## src/rtl/voq_scheduler.sv

```systemverilog
// Centralized PORT_CNT x PORT_CNT crossbar scheduler: snapshots the VOQ empty
// vectors, builds a round-robin matching one egress per cycle, then issues and holds it.
module voq_scheduler #(
  parameter  int PORT_CNT    = 4,
  parameter  int SLOT_CYCLES = 4,
  localparam int SEL_W       = $clog2(PORT_CNT)
) (
  input  logic                          clk,
  input  logic                          rst_n,
  input  logic                          experimenting,
  input  logic [PORT_CNT*PORT_CNT-1:0]  is_empty,
  output logic [PORT_CNT-1:0]           sched_en,
  output logic [PORT_CNT*SEL_W-1:0]     sched_sel,
  output logic [PORT_CNT*SEL_W-1:0]     xbar_sel,
  output logic [PORT_CNT-1:0]           xbar_valid,
  output logic                          slot_start,
  output logic                          busy
);

  localparam int HOLD_W = $clog2(SLOT_CYCLES);

  typedef enum logic [1:0] {IDLE, MATCH, ISSUE, HOLD} state_t;

  state_t                             state;
  logic [PORT_CNT*PORT_CNT-1:0]       snap;
  logic [PORT_CNT-1:0]                matched_in;
  logic [PORT_CNT-1:0]                matched_out;
  logic [PORT_CNT-1:0][SEL_W-1:0]     match;
  logic [PORT_CNT-1:0][SEL_W-1:0]     src;
  logic [PORT_CNT-1:0][SEL_W-1:0]     rr_ptr;
  logic [PORT_CNT-1:0][SEL_W-1:0]     sched_sel_q;
  logic [PORT_CNT-1:0][SEL_W-1:0]     xbar_sel_q;
  logic [SEL_W-1:0]                   start_egress;
  logic [SEL_W-1:0]                   step_cnt;
  logic [HOLD_W-1:0]                  hold_cnt;

  logic [SEL_W-1:0]                   cur_e;
  logic [SEL_W-1:0]                   scan_i;
  logic [SEL_W-1:0]                   grant_i;
  logic                               grant_vld;
  logic [PORT_CNT-1:0]                matched_in_nxt;
  logic [PORT_CNT-1:0][SEL_W-1:0]     match_nxt;
  logic                               hold_last;
  logic                               start_slot;

  function automatic logic [SEL_W-1:0] mod_add(input logic [SEL_W-1:0] a,
                                               input logic [SEL_W-1:0] b);
    logic [SEL_W:0] s;
    s = {1'b0, a} + {1'b0, b};
    if (s >= (SEL_W+1)'(PORT_CNT)) s = s - (SEL_W+1)'(PORT_CNT);
    return s[SEL_W-1:0];
  endfunction

  assign hold_last  = (hold_cnt == HOLD_W'(SLOT_CYCLES - 1));
  assign start_slot = experimenting && ((state == IDLE) || ((state == HOLD) && hold_last));
  assign busy       = (state != IDLE);
  assign sched_sel  = sched_sel_q;
  assign xbar_sel   = xbar_sel_q;

  // One egress per MATCH cycle: first unmatched, non-empty ingress from rr_ptr upward.
  // NOTE: every always_comb output gets a default before any conditional write, so no latch is inferred.
  always_comb begin
    cur_e     = mod_add(start_egress, step_cnt);
    grant_vld = 1'b0;
    grant_i   = '0;
    scan_i    = '0;
    for (int j = 0; j < PORT_CNT; j++) begin
      scan_i = mod_add(rr_ptr[cur_e], SEL_W'(j));
      if (!grant_vld && !matched_out[cur_e] && !matched_in[scan_i] &&
          !snap[int'(scan_i)*PORT_CNT + int'(cur_e)]) begin
        grant_vld = 1'b1;
        grant_i   = scan_i;
      end
    end
    matched_in_nxt = matched_in;
    match_nxt      = match;
    if (grant_vld) begin
      matched_in_nxt[grant_i] = 1'b1;
      match_nxt[grant_i]      = cur_e;
    end
  end

  // NOTE: sequential state uses non-blocking assignments only; later assignments in the block override earlier defaults.
  always_ff @(posedge clk or negedge rst_n) begin
    if (!rst_n) begin
      state        <= IDLE;
      // NOTE: the small match/snapshot arrays are reset too, so nothing stale can leak into a slot.
      snap         <= '0;
      matched_in   <= '0;
      matched_out  <= '0;
      match        <= '0;
      src          <= '0;
      rr_ptr       <= '0;
      sched_sel_q  <= '0;
      xbar_sel_q   <= '0;
      start_egress <= '0;
      step_cnt     <= '0;
      hold_cnt     <= '0;
      sched_en     <= '0;
      xbar_valid   <= '0;
      slot_start   <= 1'b0;
    end else begin
      slot_start <= start_slot;
      sched_en   <= '0;
      if (start_slot) begin
        state       <= MATCH;
        snap        <= is_empty;
        matched_in  <= '0;
        matched_out <= '0;
        step_cnt    <= '0;
      end
      case (state)
        IDLE: ;
        MATCH: begin
          if (grant_vld) begin
            match[grant_i]      <= cur_e;
            src[cur_e]          <= grant_i;
            matched_in[grant_i] <= 1'b1;
            matched_out[cur_e]  <= 1'b1;
            rr_ptr[cur_e]       <= mod_add(grant_i, SEL_W'(1));
          end
          if (step_cnt == SEL_W'(PORT_CNT - 1)) begin
            state    <= ISSUE;
            sched_en <= matched_in_nxt;
            for (int i = 0; i < PORT_CNT; i++)
              if (matched_in_nxt[i]) sched_sel_q[i] <= match_nxt[i];
          end else begin
            step_cnt <= step_cnt + SEL_W'(1);
          end
        end
        ISSUE: begin
          for (int e = 0; e < PORT_CNT; e++) begin
            xbar_valid[e] <= matched_out[e];
            if (matched_out[e]) xbar_sel_q[e] <= src[e];
          end
          hold_cnt <= '0;
          state    <= HOLD;
        end
        HOLD: begin
          if (hold_last) begin
            xbar_valid   <= '0;
            start_egress <= mod_add(start_egress, SEL_W'(1));
            if (!experimenting) state <= IDLE;
          end else begin
            hold_cnt <= hold_cnt + HOLD_W'(1);
          end
        end
        default: state <= IDLE;
      endcase
    end
  end

endmodule

```

## config.mk

```make
export PLATFORM = sky130hd
export DESIGN_NAME = voq_scheduler
export DESIGN_NICKNAME = d
export VERILOG_FILES = /design/src/rtl/voq_scheduler.sv
export SDC_FILE = /design/constraint.sdc
export NUM_CORES = 1
export LEC_CHECK = 0
export ABC_AREA = 1
export ABC_CLOCK_PERIOD_IN_PS = 3660
export CORE_MARGIN = 1
export CORE_UTILIZATION = 55
export CTS_CLUSTER_SIZE = 28
export DETAILED_ROUTE_END_ITERATION = 10
export HOLD_SLACK_MARGIN = 0.06
export PLACE_DENSITY_LB_ADDON = 0.12
export SKIP_LAST_GASP = 1
export SLEW_MARGIN = 20
export SYNTH_ARGS = -nofsm -noshare
export SYNTH_HDL_FRONTEND = slang
export SYNTH_SLANG_ARGS = --single-unit
```

## constraint.sdc

```tcl
create_clock -name clk -period 3.66 [get_ports clk]
set_input_delay 0.732 -clock clk [delete_from_list [all_inputs] [get_ports clk]]
set_output_delay 0.732 -clock clk [all_outputs]
set_load 0.03 [all_outputs]
```

# After elaboration in Yosys (flattened, before gate mapping)
# Index checks and enable logic that the tools add are counted.
[totals] regBits=81 latch_bits=0 mem_bits_rw=0 mem_bits_ro=0 in_bits=19 out_inout_bits=26 mem_count=0
[op_classes] n_addsub=19 n_mul=0 div_mod_pow=0 magnitude_cmp=19 n_eq_ne=7 shifts=0 muxes=74 bitwise_logic=3 reduce_logical=43
[ops] cell="2-to-1 mux 2 bit" n=24
[ops] cell="2-to-1 mux 4 bit" n=10
[ops] cell="bitwise mux 8 bit" n=3
[ops] cell="adder 4 x 2 -> 5 bit" n=4
[ops] cell="less-than comparator 5 bit, second input constant" n=4
[ops] cell="2-to-1 mux 1 bit" n=19
[ops] cell="greater-or-equal comparator 3 bit, second input constant" n=6
[ops] cell="less-than comparator 2 x 3 -> 1 bit, second input constant" n=6
[ops] cell="binary-select mux 1 bit (select 4 bit)" n=4
[ops] cell="AND reduction 2 bit" n=8
[ops] cell="logical AND 1 bit" n=15
[ops] cell="subtractor 2 x 1 -> 2 bit, second input constant" n=7
[ops] cell="logical NOT 1 bit" n=12
[ops] cell="OR 4 bit" n=3
[ops] cell="AND reduction 3 bit" n=4
[ops] cell="binary-select mux 1 bit (select 2 bit)" n=5
[ops] cell="adder 2 x 1 -> 3 bit, second input constant" n=3
[ops] cell="demux 2 bit (select 2 bit)" n=2
[ops] cell="equality test 2 bit, second input constant" n=4
[ops] cell="2-to-1 mux 8 bit" n=1
[ops] cell="case mux 4 bit (2 select lines)" n=1
[ops] cell="adder 2 x 2 -> 3 bit, second input constant" n=2
[ops] cell="case mux 2 bit (3 select lines)" n=1
[ops] cell="adder 2 x 1 -> 2 bit, second input constant" n=2
[ops] cell="11 further kinds" n=15

# Depth between registers and ports, before layout
# Gate-level depths: netlist (run 1).
[logic_depth] ltp_word=37 ltp_mapped=28

# Worst setup path before layout (run 1)
# Ideal clock, no wire load.
[synth_path] path_kind="register to register" start="reg step_cnt[0]" end="reg sched_sel_q (netlist bit sched_sel[3])" setup_ps=118 arrival_ps=2873 setup_slack_ps=670 stages_incl_launch_ff=25 path_buffers=3 path_cell_list="dfrtp_1 > ha_1 > buf_4 > buf_2 > nand2_1 > a21boi_0 > nand2_1 > nand2_1 > nand2_1 > nand2_1 > nand2_1 > nand2_1 > nand4_2 > buf_4 > nand3_1 > nand3_2 > nand2_2 > inv_1 > ha_1 > inv_1 > o21ai_0 > nand2_1 > nand2_1 > nand3_1 > nand2_1"
[synth_between] elab_chain_len=36
[synth_rtl] item="from (decl)" line_no="34" text="logic [SEL_W-1:0] step_cnt;"
[synth_rtl] item="from (signal assigned)" line_no="128" text="step_cnt <= step_cnt + SEL_W'(1);"
[synth_rtl] item="adder 2 x 2 -> 3 bit *" line_no="49" text="s = {1'b0, a} + {1'b0, b};"
[synth_rtl] item="greater-or-equal comparator 3 bit / subtractor 2 x 1 -> 2 bit (equally long branches)" line_no="50" text="if (s >= (SEL_W+1)'(PORT_CNT)) s = s - (SEL_W+1)'(PORT_CNT);"
[synth_rtl] item="2-to-1 mux 2 bit *" line_no="50"
[synth_rtl] item="binary-select mux 2 bit (select 2 bit)" line_no="68" text="scan_i = mod_add(rr_ptr[cur_e], SEL_W'(j));"
[synth_rtl] item="2-to-1 mux 2 bit (implied by the code)" line_no="68"
[synth_rtl] item="greater-or-equal comparator 2 x 3 -> 1 bit / subtractor 2 x 1 -> 2 bit (equally long branches)" line_no="50"
[synth_rtl] item="2-to-1 mux 2 bit" line_no="50"
[synth_rtl] item="adder 4 x 2 -> 5 bit" line_no="70" text="!snap[int'(scan_i)*PORT_CNT + int'(cur_e)]) begin"
[synth_rtl] item="(+21 left out)"
[synth_rtl] item="named net grant_i[0]" line_no="39" text="logic [SEL_W-1:0] grant_i;"
[synth_rtl] item="less-than comparator 2 x 3 -> 1 bit (implied by the code) / greater-or-equal comparator 2 x 1 -> 1 bit (equally long branches)" line_no="78, 79"
[synth_rtl] item="logical AND 1 bit (implied by the code)" line_no="78, 79"
[synth_rtl] item="2-to-1 mux 1 bit (implied by the code)" line_no="78" text="matched_in_nxt[grant_i] = 1'b1;"
[synth_rtl] item="demux 1 bit (select 2 bit)" line_no="78"
[synth_rtl] item="OR 4 bit (no line)"
[synth_rtl] item="2-to-1 mux 4 bit" line_no="77" text="if (grant_vld) begin"
[synth_rtl] item="AND reduction 3 bit (no line)"
[synth_rtl] item="to (signal, indexed assignment)" line_no="126" text="if (matched_in_nxt[i]) sched_sel_q[i] <= match_nxt[i];"
[synth_rtl] item="to (decl)" line_no="31" text="logic [PORT_CNT-1:0][SEL_W-1:0] sched_sel_q;"
# Mark *: on every way through the listed nets, which the timed path passes. The rest lies on a longest branch. The select of a mux whose other input is x is not followed.
# A chain may end at the register's enable or synchronous reset.

# Worst setup path in the final report (run 1)
# Ends and elaborated chain as after synthesis.

==> flow_summary.ini, run 1 <==
[placement]
dpl.hpwl_um = 6236
postPlaceCellArea_um2 = 4753
gp_congestion = 0.8998
io_buffers = 44

[critical_path]
r2r_start = step_cnt[0]
path_class = register to register
cp_data_arrival_time_ns = 3.57
end_kind = register
rr_worst_depth = 23
rrSetupSlack_ns = 0.38
crit_path_max_fanout = 8
crit_path_end = sched_sel[3]
worstReg2RegEnd = sched_sel[3]
crit_path_start = step_cnt[0]
required_ns = 3.96
critPathLaunchType = register

[status]
status = completed

[cells_and_area]
fin_nets = 606
insertedDiodeCount = 0
syn2layout_area_growth_pct = 19.46
final_cell_area_um2 = 5055
drive_gt1_frac = 0.1438

[synthesis]
yosysTopAreaCell = dfrtp_1
synth.top_cell.area_share = 0.4790
yosysUniqueCellTypes = 33
synth_warnings = 0
synth_seq_cells = 81
synth_area_um2 = 4232
synthesis.instances = 528
synth_nets = 554
yosysSeqAreaShare = 0.4790
avgSynthCellArea_um2 = 8.014
synthTopCellsByArea = dfrtp_1, nand2_1, nand3_1

[routing]
ant_nets = 0
drt-wirelength-per-cell_um = 13.37
remaining_drc_errors = 0
wl_um = 9132
vias_per_cell = 5.269
dr.pass1.iters = 5
vias = 3599
drt_first_iter_violations = 226

[floorplanning]
start_util = 0.5772
coreArea_um2 = 7331
die_y_um = 89.72
rows = 31
ios = 45
die_area_um2 = 8049
die_w_um = 89.72

[sta]
fin_worst_skew_ns = 0.009829
worst_slew_pin_slew_ns = 0.8844
clock.fmax_ghz = 0.3049
setup_viol = 0
relSlewSlack = 0.4082
rsz0062_at_grt = no
hold_viol = 0
drv_slew = 0
finalSetupTns_ns = 0
fin_crit_ns = 3.279
finalCritPeriodShare = 0.8960

[grt]
antenna_found_initial = 0
grt_pass1_wl_um = 16030
grt_overflow = 0
grt_max_degree = 82
first_global_vias = 3447
grt_usage = 0.2479

[cts]
clockBufferDepth = 2
htreeDepth = 3
clk_latency_ns = 0.35
cts_sinks = 81
cts_root_buf = clkbuf_8
cts_tree = yes
postCtsHoldBufs = 0
numCtsBuffers = 9
clkTransAtPathRegs_ns = 0.08

[hold_path]
hold_class = input port to async pin

[run]
cap_violations = 0
-- timing repair --
item	4_1_cts	5_1_grt
gates resized for setup	0	14
endpoints found under the setup margin	0	16
buffers inserted	0	2
-- synth_stat cells (all sizes together) --
cell type,count
a21boi,4
a21oi,2
a22o,1
a31oi,8
and2,1
buf,10
clkbuf,6
dfrtp,81
ha,7
inv,45
mux2,8
mux2i,1
nand2,241
nand3,44
nand3b,3
nand4,11
nor2,27
nor3,1
o21ai,20
o21bai,1
o22ai,4
xor2,2
-- cell type report --
| class | count | area [µm²] |
|---|---|---|
| repair buffers | 55 | 524.3 |
| well taps | 99 | 123.9 |
| flip-flops and latches | 81 | 2027 |
| fillers | 602 | 2276 |
| multi-input cells | 388 | 1978 |
| clock buffers | 11 | 151.4 |
| inverters | 45 | 173.9 |
| clock inverters | 4 | 76.32 |
-- kinds of logic (layout without fill, tap and decap cells) --
kind of cell	count (synthesis)	after routing	synth area share
flops	81	81	0.4790
buf+inv	61	115	0.06534
mux	9	9	0.02366
compound gates	40	40	0.05736
simple gates	328	330	0.3498
xor+xnor	2	2	0.004140
fa+ha+maj	7	7	0.02070
-- worst min-delay path by stage --
stage,slack (ns),endpoint,startpoint,cells after the start
after floorplan,0.44,hold_cnt[0],rst_n,0
after global placement,0.45,snap[6],snap[6],2
after detailed placement,0.46,sched_sel[6],sched_sel[6],2
after CTS,0.48,sched_sel[6],sched_sel[6],2
after global routing,0.47,hold_cnt[1],rst_n,1
final,0.41,state[1],rst_n,1
-- registers in the layout, summed over array words and instances (netlist names) --
| signal | cells |
|---|---|
| src | 8 |
| matched_out | 4 |
| step_cnt | 2 |
| rr_ptr | 8 |
| xbar_sel | 8 |
| matched_in | 4 |
| xbar_valid | 4 |
| state | 2 |
| snap | 16 |
| match | 8 |
| sched_sel | 8 |
| sched_en | 4 |
| start_egress | 2 |
| hold_cnt | 2 |
| slot_start | 1 |
-- layout by cell type, fill, tap and decap left out, drive strengths merged --
cell type	synthesis	routed
nor2	27	27
clkbuf	6	11
a21oi	2	2
mux2	8	8
and2	1	1
inv	45	44
o21ai	20	20
a22o	1	1
buf	10	12
o21bai	1	1
ha	7	7
a31oi	8	8
nand2	241	243
clkdlybuf4s50	0	43
nor3	1	1
clkinv	0	2
clkinvlp	0	1
nand3	44	44
mux2i	1	1
o22ai	4	4
a21boi	4	4
bufinv	0	2
nand4	11	11
xor2	2	2
nand3b	3	3
dfrtp	81	81
-- per-stage QoR --
| stage | util | worst slack, ns | hold slack [ns] | instances |
|---|---|---|---|---|
| after global placement | 0.6484 | 0.2927 | 0.4505 | 664 |
| after floorplan | - | 0.6697 | 0.4364 | 528 |
| final | 0.6895 | 0.3807 | 0.4084 | 683 |
| after CTS | 0.6795 | 0.1995 | 0.4772 | 679 |
| after global routing | 0.6895 | 0.02242 | 0.4689 | 683 |
| after detailed placement | 0.6484 | 0.2320 | 0.4581 | 664 |
-- critical path, cell delays in order (launching register included) --
cell and delay, ns:
dfrtp_1 0.45, ha_4 0.33, buf_4 0.15, nand2_1 0.06, o21ai_0 0.07, nand3_1 0.10
nand2_2 0.15, inv_2 0.10, nand2_1 0.07, nand2_1 0.08, nand3_1 0.08, nand2_1 0.11
o21bai_4 0.17, nand3_1 0.11, nand3_2 0.18, nand2_4 0.12, inv_1 0.10, ha_1 0.21
inv_2 0.07, o21ai_0 0.16, nand2_1 0.09, nand2_1 0.07, nand3_1 0.08, nand2_1 0.11
-- layer usage --
layer	vias up	track usage	wire, µm	part of all wire
met5	-	0	0	0
met4	0	0.08880	84	0.0092
met3	9	0.04569	405	0.044
met2	104	0.3923	4438	0.49
met1	1698	0.3421	4203	0.46
li1	1788	-	-	-
Power of run 1 is not shown: default switching activity piles up to over one toggle a cycle in this logic, so the estimate is an artifact.
==> run 2, diff against run 1 <==
Settings changed: CTS_BUF_LIST set to sky130_fd_sc_hd__clkbuf_4.
==> flow_summary.ini, run 2 (synthesis results as in run 1) <==
[critical_path]
crit_slowest_cell = dfrtp_1
crit_path_max_fanout = 8
worst-path-buf-inv = 4
rr_worst_depth = 22
cp_data_arrival_time_ns = 3.63
required_ns = 4.04
rrSetupSlack_ns = 0.41
crit_family = simple AND/OR/NAND/NOR gates
r2r_start = start_egress[0]
max_stage_delay_ns = 0.45
worstReg2RegEnd = sched_sel[3]
crit_path_start = start_egress[0]
path_class = register to register
end_kind = register
cpMostUsedCell = nand2_1
worstPathCellList = ha_4, buf_4, o21ai_0, nand3_1, nand2_2, inv_2, nand2_1, nand2_1, nand3_1, nand2_1, o21bai_4, nand3_1, nand3_4, nand2_4, inv_1, ha_1, inv_2, o21ai_0, nand2_1, nand2_1, nand3_1, nand2_1
critPathLaunchType = register

[routing]
drt-met1-wl_um = 4138
drt-wirelength-per-cell_um = 13.25
dr_wl_met2_um = 4350
wl_um = 9063
drt_first_iter_violations = 187
dr.pass1.iters = 4
remaining_drc_errors = 0
met3RoutedLength_um = 446
ant_nets = 0
highest_layer = met4
vias_per_cell = 5.327
vias = 3644

[cells_and_area]
layout_commonest_cell = nand2_1
fin_nets = 607
final_cell_mix = nand2_1, dfrtp_1, clkdlybuf4s50_1
syn2layout_area_growth_pct = 18.07
insertedDiodeCount = 0
drive_gt1_frac = 0.1436
largest_reg_flops = 16
regMostFlops = snap

[grt]
antenna_found_initial = 0
grt_max_degree = 82
grt_pass1_wl_um = 15960
grt_overflow = 0
first_global_vias = 3437
grt_usage = 0.2477

[placement]
gp_congestion = 0.8998
io_buffers = 44
dpl.hpwl_um = 6236

[cts]
cts_root_buf = clkbuf_4
numCtsBuffers = 9
clockBufferDepth = 2
clk_latency_ns = 0.44
htreeDepth = 3
cts_tree = yes
cts_sinks = 81
clkTransAtPathRegs_ns = 0.14
postCtsHoldBufs = 0

[status]
status = completed

[floorplanning]
rows = 31
ios = 45
start_util = 0.5772
coreArea_um2 = 7331
die_w_um = 89.72
die_area_um2 = 8049
die_y_um = 89.72

[sta]
worst_slew_pin_slew_ns = 0.8932
finalSetupTns_ns = 0
drv_slew = 0
fin_crit_ns = 3.249
hold_viol = 0
clock.fmax_ghz = 0.3078
rsz0062_at_grt = no
relSlewSlack = 0.4023
setup_viol = 0
fin_worst_skew_ns = 0.02285
finalCritPeriodShare = 0.8877

[run]
cap_violations = 0

[hold_path]
hold_class = input port to async pin
[run 2: cell types whose count changed in the layout (fill, tap and decap cells not counted), sizes merged]
cell,previous run,this run
clkinv,2,4
clkbuf,11,9
buf,12,13
[run 2: what timing repair did]
item	in CTS	in global routing
setup buffers	0	3
endpoints found under the setup margin	0	16
resized for setup	0	15
[run 2: worst max path at each step]
stage                   endpoint  slack [ns]  cells after the start
detailed placement  sched_sel[3]        0.23                     23
global placement    sched_sel[2]        0.29                     23
CTS                 sched_sel[3]        0.19                     23
global route        sched_sel[0]        0.03                     25
floorplan           sched_sel[3]        0.67                     24
finish              sched_sel[3]        0.41                     22
[run 2: metal layers]
metal / vias to the layer above / track usage
li1: 1792 / -
met1: 1719 / 0.3382
met2: 120 / 0.3885
met3: 13 / 0.05415
met4: 0 / 0.09153
met5: - / 0
[run 2: area by class of cell]
type / instances / area (µm²)
fillers: 596 / 2335
flip-flops and latches: 81 / 2027
multi-input cells: 388 / 1988
repair buffers: 56 / 531.8
inverters: 45 / 173.9
well taps: 99 / 123.9
clock inverters: 6 / 83.83
clock buffers: 9 / 67.56
[run 2: through the flow]
stage / cell area [µm²] / hold slack, ns / setup slack [ns] / utilization / cells
after floorplan: 4232 / 0.4364 / 0.6697 / - / 528
after global placement: 4753 / 0.4505 / 0.2927 / 0.6484 / 664
after detailed placement: 4753 / 0.4581 / 0.2320 / 0.6484 / 664
after CTS: 4905 / 0.4795 / 0.1881 / 0.6691 / 679
after global routing: 4996 / 0.3505 / 0.03264 / 0.6815 / 684
final: 4996 / 0.3011 / 0.4109 / 0.6815 / 684
[run 2: worst reg2reg max path, cell delays in order, from the launching register on]
cell	delay [ns]
dfrtp_1	0.45
ha_4	0.28
buf_4	0.16
o21ai_0	0.16
nand3_1	0.10
nand2_2	0.15
inv_2	0.11
nand2_1	0.07
nand2_1	0.08
nand3_1	0.08
nand2_1	0.11
o21bai_4	0.17
nand3_1	0.14
nand3_4	0.14
nand2_4	0.11
inv_1	0.09
ha_1	0.21
inv_2	0.07
o21ai_0	0.16
nand2_1	0.09
nand2_1	0.07
nand3_1	0.08
nand2_1	0.11
Power of run 2 is left out for the same reason.
==> run 3, diff against run 2 <==
Settings changed: ABC_CLOCK_PERIOD_IN_PS 3660 to unset, CAP_MARGIN set to 20, SLEW_MARGIN 20 to 10.
==> flow_summary.ini, run 3 (synthesis results as in run 1) <==
[hold_path]
hold_class = input port to async pin

[cts]
postCtsHoldBufs = 0
clockBufferDepth = 2
cts_sinks = 81
clkTransAtPathRegs_ns = 0.13
cts_tree = yes
cts_root_buf = clkbuf_4
numCtsBuffers = 9
clk_latency_ns = 0.44
htreeDepth = 3

[grt]
grt_overflow = 0
grt_usage = 0.2477
antenna_found_initial = 0
grt_max_degree = 82
first_global_vias = 3437
grt_pass1_wl_um = 15960

[placement]
dpl.hpwl_um = 6236
placedCellCount = 664
gp_congestion = 0.8998
io_buffers = 44

[critical_path]
required_ns = 4.04
cpMostUsedCell = nand2_1
rrSetupSlack_ns = 0.42
rr_worst_depth = 23
crit_slowest_cell = dfrtp_1
crit_path_max_fanout = 8
end_kind = register
cp_data_arrival_time_ns = 3.63
worstReg2RegEnd = sched_sel[3]
critPathLaunchType = register
path_class = register to register
max_stage_delay_ns = 0.46
worstPathCellList = ha_4, buf_4, nand2_1, o21ai_0, nand3_1, nand2_2, inv_2, nand2_1, nand2_1, nand3_1, nand2_1, o21bai_4, nand3_1, nand3_4, nand2_4, inv_1, ha_1, inv_2, o21ai_0, nand2_1, nand2_1, nand3_1, nand2_1
r2r_start = step_cnt[0]

[sta]
hold_viol = 0
finalSetupTns_ns = 0
clock.fmax_ghz = 0.3084
rsz0062_at_grt = no
fin_worst_skew_ns = 0.01719
drv_slew = 0
worst_slew_pin_slew_ns = 0.8906
fin_crit_ns = 3.243
setup_viol = 0
finalCritPeriodShare = 0.8860
relSlewSlack = 0.4041

[floorplanning]
rows = 31
die_w_um = 89.72
coreArea_um2 = 7331
ios = 45
die_y_um = 89.72
die_area_um2 = 8049
start_util = 0.5772

[cells_and_area]
regMostFlops = snap
fin_nets = 608
syn2layout_area_growth_pct = 18.63
insertedDiodeCount = 0
layout_commonest_cell = nand2_1
largest_reg_flops = 16
instances_no_fill = 685
final_cell_mix = nand2_1, dfrtp_1, clkdlybuf4s50_1
drive_gt1_frac = 0.1451

[routing]
drt_first_iter_violations = 152
vias = 3629
drt-wirelength-per-cell_um = 13.17
ant_nets = 0
wl_um = 9024
remaining_drc_errors = 0
dr.pass1.iters = 4
vias_per_cell = 5.298

[status]
status = completed

[run]
cap_violations = 0
==> run 3: cell count changes in the layout (fill, tap and decap cells not counted), sizes merged <==
cell	before	now
buf	13	14
==> run 3: how the worst max path moves through the flow <==
stage | from | endpoint | slack, ns
finish | step_cnt[0] | sched_sel[3] | 0.42
global route | step_cnt[0] | sched_sel[0] | 0.03
CTS | step_cnt[0] | sched_sel[3] | 0.19
detailed placement | step_cnt[0] | sched_sel[3] | 0.23
global placement | step_cnt[0] | sched_sel[2] | 0.29
floorplan | step_cnt[0] | sched_sel[3] | 0.67
==> run 3: layout make-up <==
| type | count | area (µm²) |
|---|---|---|
| inverter | 45 | 173.9 |
| tap | 99 | 123.9 |
| sequential | 81 | 2027 |
| fill | 597 | 2311 |
| timing repair buffer | 57 | 555.5 |
| multi-input combinational | 388 | 1988 |
| clock inverter | 6 | 83.83 |
| clock buffer | 9 | 67.56 |
==> run 3: what timing repair did <==
action | in CTS | in global routing
endpoints found under the setup margin | 0 | 16
setup buffers | 0 | 3
gates resized for setup | 0 | 15
==> run 3: metrics by stage <==
step | hold slack (ns) | cell area, µm² | utilization | worst slack, ns
after global placement | 0.4505 | 4753 | 0.6484 | 0.2927
after detailed placement | 0.4581 | 4753 | 0.6484 | 0.2320
after floorplan | 0.4364 | 4232 | - | 0.6697
after global routing | 0.2258 | 5020 | 0.6848 | 0.03264
after CTS | 0.4795 | 4905 | 0.6691 | 0.1881
final | 0.2256 | 5020 | 0.6848 | 0.4171
==> run 3: critical path, delay by kind of cell (launching register included) <==
family	cells	cell delay, ns
AOI/OAI and AO/OA	3	0.40
buffers and inverters	4	0.41
and+or+nand+nor	14	1.37
adders and majority gates	2	0.53
DFF	1	0.46
==> run 3: layer usage <==
layer	up-vias	global-route usage	wire [µm]
li1	1797	-	-
met2	109	0.3885	4330
met5	-	0	0
met3	11	0.05415	463
met1	1712	0.3382	4119
met4	0	0.09153	111
Power of run 3 is left out for the same reason.
